--- src/rtl/hybrid_control_pipe.sv ---
// Pipelined hybrid switching controller: jump-set evaluation on (z1, z2), sigma decision
// with stale-sample blanking, minimum-dwell timer and dead-time complementary gate drive.
module hybrid_control_pipe #(
    parameter int DW       = 14,
    parameter int TW       = 16,
    parameter int MUW      = 8,
    parameter int MU_Z1    = 110,
    parameter int MU_Z2    = 121,
    parameter int VGW      = 24,
    parameter int CNTW     = 16,
    parameter int DEADTIME = 10
) (
    input  logic                   i_clock,
    input  logic                   i_RESET,
    input  logic signed [DW-1:0]   i_vC,
    input  logic signed [DW-1:0]   i_iC,
    input  logic signed [TW-1:0]   i_sin,
    input  logic signed [TW-1:0]   i_cos,
    input  logic signed [VGW-1:0]  i_Vg,
    input  logic        [1:0]      i_mode,
    input  logic        [CNTW-1:0] i_delay,
    output logic                   o_sigma,
    output logic                   o_gate_a,
    output logic                   o_gate_b,
    output logic                   o_hold,
    output logic        [15:0]     o_njump
);
    localparam int ZW0 = DW + MUW + 1;
    localparam int ZW  = ((ZW0 > VGW) ? ZW0 : VGW) + 1;
    localparam int PW  = ZW + TW;
    localparam int JW  = ZW + TW + 1;
    localparam int DTW = $clog2(DEADTIME + 1);

    localparam logic signed [ZW-1:0] MU1     = ZW'(MU_Z1);
    localparam logic signed [ZW-1:0] MU2     = ZW'(MU_Z2);
    localparam logic        [DTW-1:0] DT_LOAD = DTW'(DEADTIME);

    typedef enum logic [1:0] {
        MODE_HALF    = 2'b00,
        MODE_QUARTER = 2'b01,
        MODE_DWELL   = 2'b10,
        MODE_SAFE    = 2'b11
    } mode_e;

    mode_e mode;

    logic signed [ZW-1:0] vc_ext, ic_ext, vg_ext;
    logic signed [PW-1:0] z1_ext, z2_ext, sin_ext, cos_ext;
    logic signed [JW-1:0] p1_ext, p2_ext, p3_ext, p4_ext;

    logic signed [ZW-1:0] z1_q, z1_d, z2_q, z2_d;
    logic signed [PW-1:0] p1_q, p1_d, p2_q, p2_d, p3_q, p3_d, p4_q, p4_d;
    logic signed [JW-1:0] j_q, j_d, j2_q, j2_d;
    logic                 tag1_q, tag1_d, tag2_q, tag2_d, tag3_q, tag3_d;
    logic                 sigma_q, sigma_d;
    logic [CNTW-1:0]      dwell_q, dwell_d;
    logic [15:0]          njump_q, njump_d;
    logic [DTW-1:0]       dt_q, dt_d;
    logic                 gate_a_q, gate_a_d, gate_b_q, gate_b_d;

    logic sample_valid, toggle;
    logic j_neg, j_pos, j2_neg, j2_pos, sj_neg, sj2_neg;

    assign mode    = mode_e'(i_mode);
    assign vc_ext  = {{(ZW-DW){i_vC[DW-1]}}, i_vC};
    assign ic_ext  = {{(ZW-DW){i_iC[DW-1]}}, i_iC};
    assign vg_ext  = {{(ZW-VGW){i_Vg[VGW-1]}}, i_Vg};
    assign z1_ext  = {{TW{z1_q[ZW-1]}}, z1_q};
    assign z2_ext  = {{TW{z2_q[ZW-1]}}, z2_q};
    assign sin_ext = {{ZW{i_sin[TW-1]}}, i_sin};
    assign cos_ext = {{ZW{i_cos[TW-1]}}, i_cos};
    assign p1_ext  = {p1_q[PW-1], p1_q};
    assign p2_ext  = {p2_q[PW-1], p2_q};
    assign p3_ext  = {p3_q[PW-1], p3_q};
    assign p4_ext  = {p4_q[PW-1], p4_q};

    // Arithmetic pipeline; widths are sized so no stage can overflow.
    always_comb begin
        z1_d   = (vc_ext * MU1) + (sigma_q ? -vg_ext : vg_ext);
        z2_d   = ic_ext * MU2;
        tag1_d = sigma_q;
        p1_d   = z1_ext * sin_ext;
        p2_d   = z2_ext * cos_ext;
        p3_d   = z1_ext * cos_ext;
        p4_d   = z2_ext * sin_ext;
        tag2_d = tag1_q;
        j_d    = p1_ext + p2_ext;
        j2_d   = p4_ext - p3_ext;
        tag3_d = tag2_q;
    end

    always_comb begin
        // A sample tagged with the old sigma is stale; this also skips the 3 post-toggle slots.
        sample_valid = (tag3_q == sigma_q);
        j_neg        = j_q[JW-1];
        j_pos        = ~j_q[JW-1] & (j_q != '0);
        j2_neg       = j2_q[JW-1];
        j2_pos       = ~j2_q[JW-1] & (j2_q != '0);
        sj_neg       = sigma_q ? j_pos : j_neg;
        sj2_neg      = sigma_q ? j2_pos : j2_neg;

        sigma_d = sigma_q;
        case (mode)
            MODE_HALF:    if (sample_valid) sigma_d = j_neg;
            MODE_QUARTER: if (sample_valid && sj_neg && sj2_neg) sigma_d = ~sigma_q;
            MODE_DWELL:   if (sample_valid && (dwell_q == '0)) sigma_d = j_neg;
            MODE_SAFE:    sigma_d = 1'b1;
            default:      sigma_d = 1'b1;
        endcase
        toggle = (sigma_d != sigma_q);

        dwell_d = dwell_q;
        njump_d = njump_q;
        if (toggle) begin
            dwell_d = i_delay;
            njump_d = njump_q + 16'd1;
        end else if (dwell_q != '0) begin
            dwell_d = dwell_q - CNTW'(1);
        end

        dt_d     = dt_q;
        gate_a_d = gate_a_q;
        gate_b_d = gate_b_q;
        if (toggle) begin
            dt_d     = DT_LOAD;
            gate_a_d = 1'b0;
            gate_b_d = 1'b0;
        end else if (dt_q > DTW'(1)) begin
            dt_d     = dt_q - DTW'(1);
            gate_a_d = 1'b0;
            gate_b_d = 1'b0;
        end else if (dt_q == DTW'(1)) begin
            dt_d     = '0;
            gate_a_d = sigma_q;
            gate_b_d = ~sigma_q;
        end
    end

    always_ff @(posedge i_clock or negedge i_RESET) begin
        if (!i_RESET) begin
            z1_q     <= '0;
            z2_q     <= '0;
            p1_q     <= '0;
            p2_q     <= '0;
            p3_q     <= '0;
            p4_q     <= '0;
            j_q      <= '0;
            j2_q     <= '0;
            tag1_q   <= 1'b1;
            tag2_q   <= 1'b1;
            tag3_q   <= 1'b1;
            sigma_q  <= 1'b1;
            dwell_q  <= '0;
            njump_q  <= '0;
            dt_q     <= DT_LOAD;
            gate_a_q <= 1'b0;
            gate_b_q <= 1'b0;
        end else begin
            z1_q     <= z1_d;
            z2_q     <= z2_d;
            p1_q     <= p1_d;
            p2_q     <= p2_d;
            p3_q     <= p3_d;
            p4_q     <= p4_d;
            j_q      <= j_d;
            j2_q     <= j2_d;
            tag1_q   <= tag1_d;
            tag2_q   <= tag2_d;
            tag3_q   <= tag3_d;
            sigma_q  <= sigma_d;
            dwell_q  <= dwell_d;
            njump_q  <= njump_d;
            dt_q     <= dt_d;
            gate_a_q <= gate_a_d;
            gate_b_q <= gate_b_d;
        end
    end

    assign o_sigma  = sigma_q;
    assign o_gate_a = gate_a_q;
    assign o_gate_b = gate_b_q;
    assign o_hold   = (dwell_q != '0);
    assign o_njump  = njump_q;

endmodule
--- config.mk ---
export PLATFORM = sky130hd
export DESIGN_NAME = hybrid_control_pipe
export DESIGN_NICKNAME = d
export VERILOG_FILES = /design/src/rtl/hybrid_control_pipe.sv
export SDC_FILE = /design/constraint.sdc
export NUM_CORES = 2
export LEC_CHECK = 0
export ABC_CLOCK_PERIOD_IN_PS = 6000
export BUFFER_PORTS_ARGS = -buffer_cell sky130_fd_sc_hd__buf_2
export CORE_UTILIZATION = 55
export CTS_CLUSTER_DIAMETER = 120
export DETAILED_ROUTE_END_ITERATION = 10
export PLACE_DENSITY = 0.78
export SLEW_MARGIN = 20
export SYNTH_ARGS = -nofsm -noshare
export SYNTH_HDL_FRONTEND = slang
export SYNTH_SLANG_ARGS = --single-unit
--- constraint.sdc ---
create_clock -name i_clock -period 6 [get_ports i_clock]
set_clock_uncertainty 0.2 [all_clocks]
set_input_delay 1.2 -clock i_clock [delete_from_list [all_inputs] [get_ports i_clock]]
set_output_delay 1.2 -clock i_clock [all_outputs]
set_load 0.005 [all_outputs]
==> flow_summary_export.csv <==
group,metric,value,unit
run_status,status,"finished, violations left",
run_status,violations,"setup timing",
logic_synthesis,syn_area,73300,µm²
global_route,grt_pass1_wl,344,mm
route,drtIter0Drc,4737,
flow_run,cap_violations,0,
clocking,cts_tree,"done",
worst_hold_path,hp-class,"reg2reg",
sta,grt_setup_unrepaired,"true",
sta,max_slew.worst_pin.slew,1.05,ns
sta,slew_violations,0,
route,ant_nets,0,
logic_synthesis,yosysSeqAreaShare,11.3,%
logic_synthesis,synth-warning-count,0,
place,dp_slack,-1.63,ns
route,vias_per_cell,5.50,
logic_synthesis,synth_edf_count,0,
cells_and_area,layout-drive-gt1-share,21.7,%
worst_setup_path,crit_fanout,10,
sta,layout_setup_ws,-0.832,ns
logic_synthesis,yosysUniqueCellTypes,80,
logic_synthesis,ys_ff_latch,331,
logic_synthesis,async_flop_share,100,%
floorplan,start_util,55.6,%
worst_setup_path,cp.required,6.39,ns
worst_hold_path,min_to,"tag3_q",
route,drtPass1Iterations,8,
sta,fin_crit,6.83,ns
global_route,track_usage,33.0,%
clocking,clockRootBuffer,"clkbuf_16",
logic_synthesis,ys_top_cells_by_area,"fa_1 (42%), dfrtp_1 (11%), ha_1 (10%)",
worst_setup_path,worst_setup_path_start_kind,"input pin",
logic_synthesis,synthesis.instances,7951,
sta,relSlewSlack,29.9,%
logic_synthesis,syn_nets,10200,
floorplan,core-area,132000,µm²
worst_setup_path,endpoint_kind,"flop",
global_route,grt_overflow,0,
worst_hold_path,min-delay-start,"tag2_q",
worst_setup_path,reg2reg_from,"z2_q[9]",
sta,setup_viol,96,
global_route,antenna_found_initial,15,
route,vias,59000,
sta,finalCritPeriodShare,114,%
logic_synthesis,avgSynthCellArea,9.22,µm²
logic_synthesis,yosys.area.top_type,"fa_1",
route,drc,0,
worst_setup_path,reg2reg_depth,23,
worst_hold_path,holdPathStages,0,
route,finalWirelength,222,mm
cells_and_area,nets,11200,
worst_setup_path,critical_path_class,"in2reg",
floorplan,die_width,367,µm
clocking,cts.sinks,331,
clocking,clock_path_buffers,3,
floorplan,die_h,367,µm
clocking,numCtsBuffers,43,
place,dp.final_hpwl,174,mm
place,gp_congestion,0.943,
floorplan,core.rowCount,133,
floorplan,num_io_pins,124,
sta,hold_violations,0,
cells_and_area,fin_cells,10700,
place,placedCellCount,10500,
logic_synthesis,synth_flop_cell,"dfrtp_1",
global_route,grt_start_max_net_pins,142,
place,io_buffers,123,
worst_setup_path,r2r-end,"p2_q[36]",
route,wl_per_cell,20.6,µm
sta,maxClockFrequency,146,MHz
clocking,path_clk_slew,0.07,ns
floorplan,fp.dieArea,135000,µm²
clocking,clk_latency,0.66,ns
worst_setup_path,crit_arrival,7.22,ns
clocking,cts_hold_buf,0,
logic_synthesis,yosysTopAreaCellShare,42.2,%
clocking,h-tree-depth,2,
global_route,grt_pass1_vias,63600,
cells_and_area,areaGrowthSynthToFinish,23.9,%
worst_setup_path,r2r_slack,-0.65,ns
## state kept, by name, indices dropped and copies added (netlist names), 16 cells and up
name / flops
j2_q: 42
dwell_q: 16
j_q: 42
o_njump: 16
p3_q: 41
z2_q: 22
z1_q: 25
p4_q: 38
p2_q: 38
p1_q: 41
## synth_stat cells (6+ instances only)
master,instances
a211o_1,7
a211oi_1,24
a21o_1,107
a21oi_1,238
a31oi_1,21
a41oi_1,7
and2_1,595
and3_1,27
buf_1,20
clkbuf_1,296
dfrtp_1,325
dfstp_2,6
fa_1,1546
ha_1,596
inv_1,1936
nand2_1,942
nand2b_1,61
nand3_1,62
nand4_1,20
nor2_1,242
nor2b_1,36
nor3_1,57
nor4_1,31
o211ai_1,7
o21a_1,40
o21ai_0,142
o21bai_1,47
o31ai_1,24
o41ai_1,8
or2_2,13
or3_1,17
or4_1,7
xnor2_1,272
xor2_1,62
## worst max-delay path: stages
cell and delay (ns):
buf_6 0.12, clkinvlp_4 0.13, buf_12 0.15, buf_6 0.14, buf_8 0.15, nor2_1 0.18, fa_1 0.45, fa_1 0.47
fa_1 0.52, fa_1 0.44, fa_1 0.50, inv_1 0.05, fa_1 0.48, inv_1 0.04, ha_1 0.29, a21o_1 0.16
a21o_1 0.17, a311o_1 0.36, nand3_2 0.16, o311ai_4 0.14, buf_6 0.15, o41ai_4 0.27, o2111ai_1 0.14, a21oi_1 0.19
xnor2_1 0.15
## kinds of logic (layout without fill, tap and decap cells)
logic type      after synthesis  in the layout  synth area share (%)
mux                           6              6                0.0854
xor+xnor                    335            335                  4.02
buf+inv                    2253           3275                  11.5
flops                       331            331                  11.3
fa+ha+maj                  2142           2142                  52.4
compound gates              755            755                  6.64
simple gates               2129           2129                  14.0
other cells                   0              8                     0
## stage by stage
| stage | TNS, ns | area, µm² | hold slack (ns) | utilization, % |
|---|---|---|---|---|
| finish | -42.23 | 90800 | 0.155 | 68.9 |
| CTS | -29.54 | 89200 | 0.156 | 67.7 |
| detailed placement | -128.89 | 84800 | 0.148 | 64.4 |
| global route | -55.50 | 90800 | 0.157 | 68.9 |
| global placement | -117.12 | 84800 | 0.145 | 64.4 |
| floorplan | -43.65 | 75600 | 0.145 | - |
## per-layer routing
metal,global-route usage [%],share of wire [%],up-vias
met2,52.3,46,2684
met5,0,0.027,-
met1,41.0,37,29900
met4,22.3,8.7,8
li1,-,-,25700
met3,6.32,8.6,751
## layout make-up
cell class / instances / area (µm²)
Clock buffer: 55 / 1180
Clock inverter: 23 / 300
Tap cell: 1755 / 2200
Sequential cell: 331 / 8300
Multi-Input combinational cell: 5367 / 59500
Antenna cell: 8 / 20.0
Timing Repair Buffer: 1261 / 12000
Fill cell: 9216 / 41000
Inverter: 1936 / 7270
## timing repair
action / CTS / global route
gates cloned: 17 / 8
setup endpoints to repair: 101 / 110
gates resized for setup: 392 / 315
buffers inserted: 98 / 52
pin swaps: 222 / 245
## worst max path at each step
stage,startpoint,slack [ns],end
2_1_floorplan,i_sin[4],-1.01,p4_q[37]
3_3_place_gp,i_cos[4],-1.50,p3_q[39]
3_5_place_dp,i_cos[4],-1.63,p3_q[39]
4_1_cts,i_sin[6],-0.77,p1_q[40]
5_1_grt,i_sin[1],-0.98,p1_q[37]
6_report,i_sin[15],-0.83,p4_q[37]
## placed cells by master (no fill, tap or decap), drive strengths merged, types with 24 or more instances in the layout
master     n
inv     1941
fa      1546
buf     1249
nand2    942
ha       596
and2     595
dfrtp    325
xnor2    272
nor2     242
a21oi    238
o21ai    147
a21o     107
clkbuf    63
nand3     63
xor2      62
nand2b    61
nor3      57
o21bai    47
o21a      40
nor2b     36
nor4      31
and3      27
o31ai     25
a211oi    24
Power is left out: the tool's default activity adds up to more than one toggle a clock period on the data nets, which glitch-free logic cannot reach.
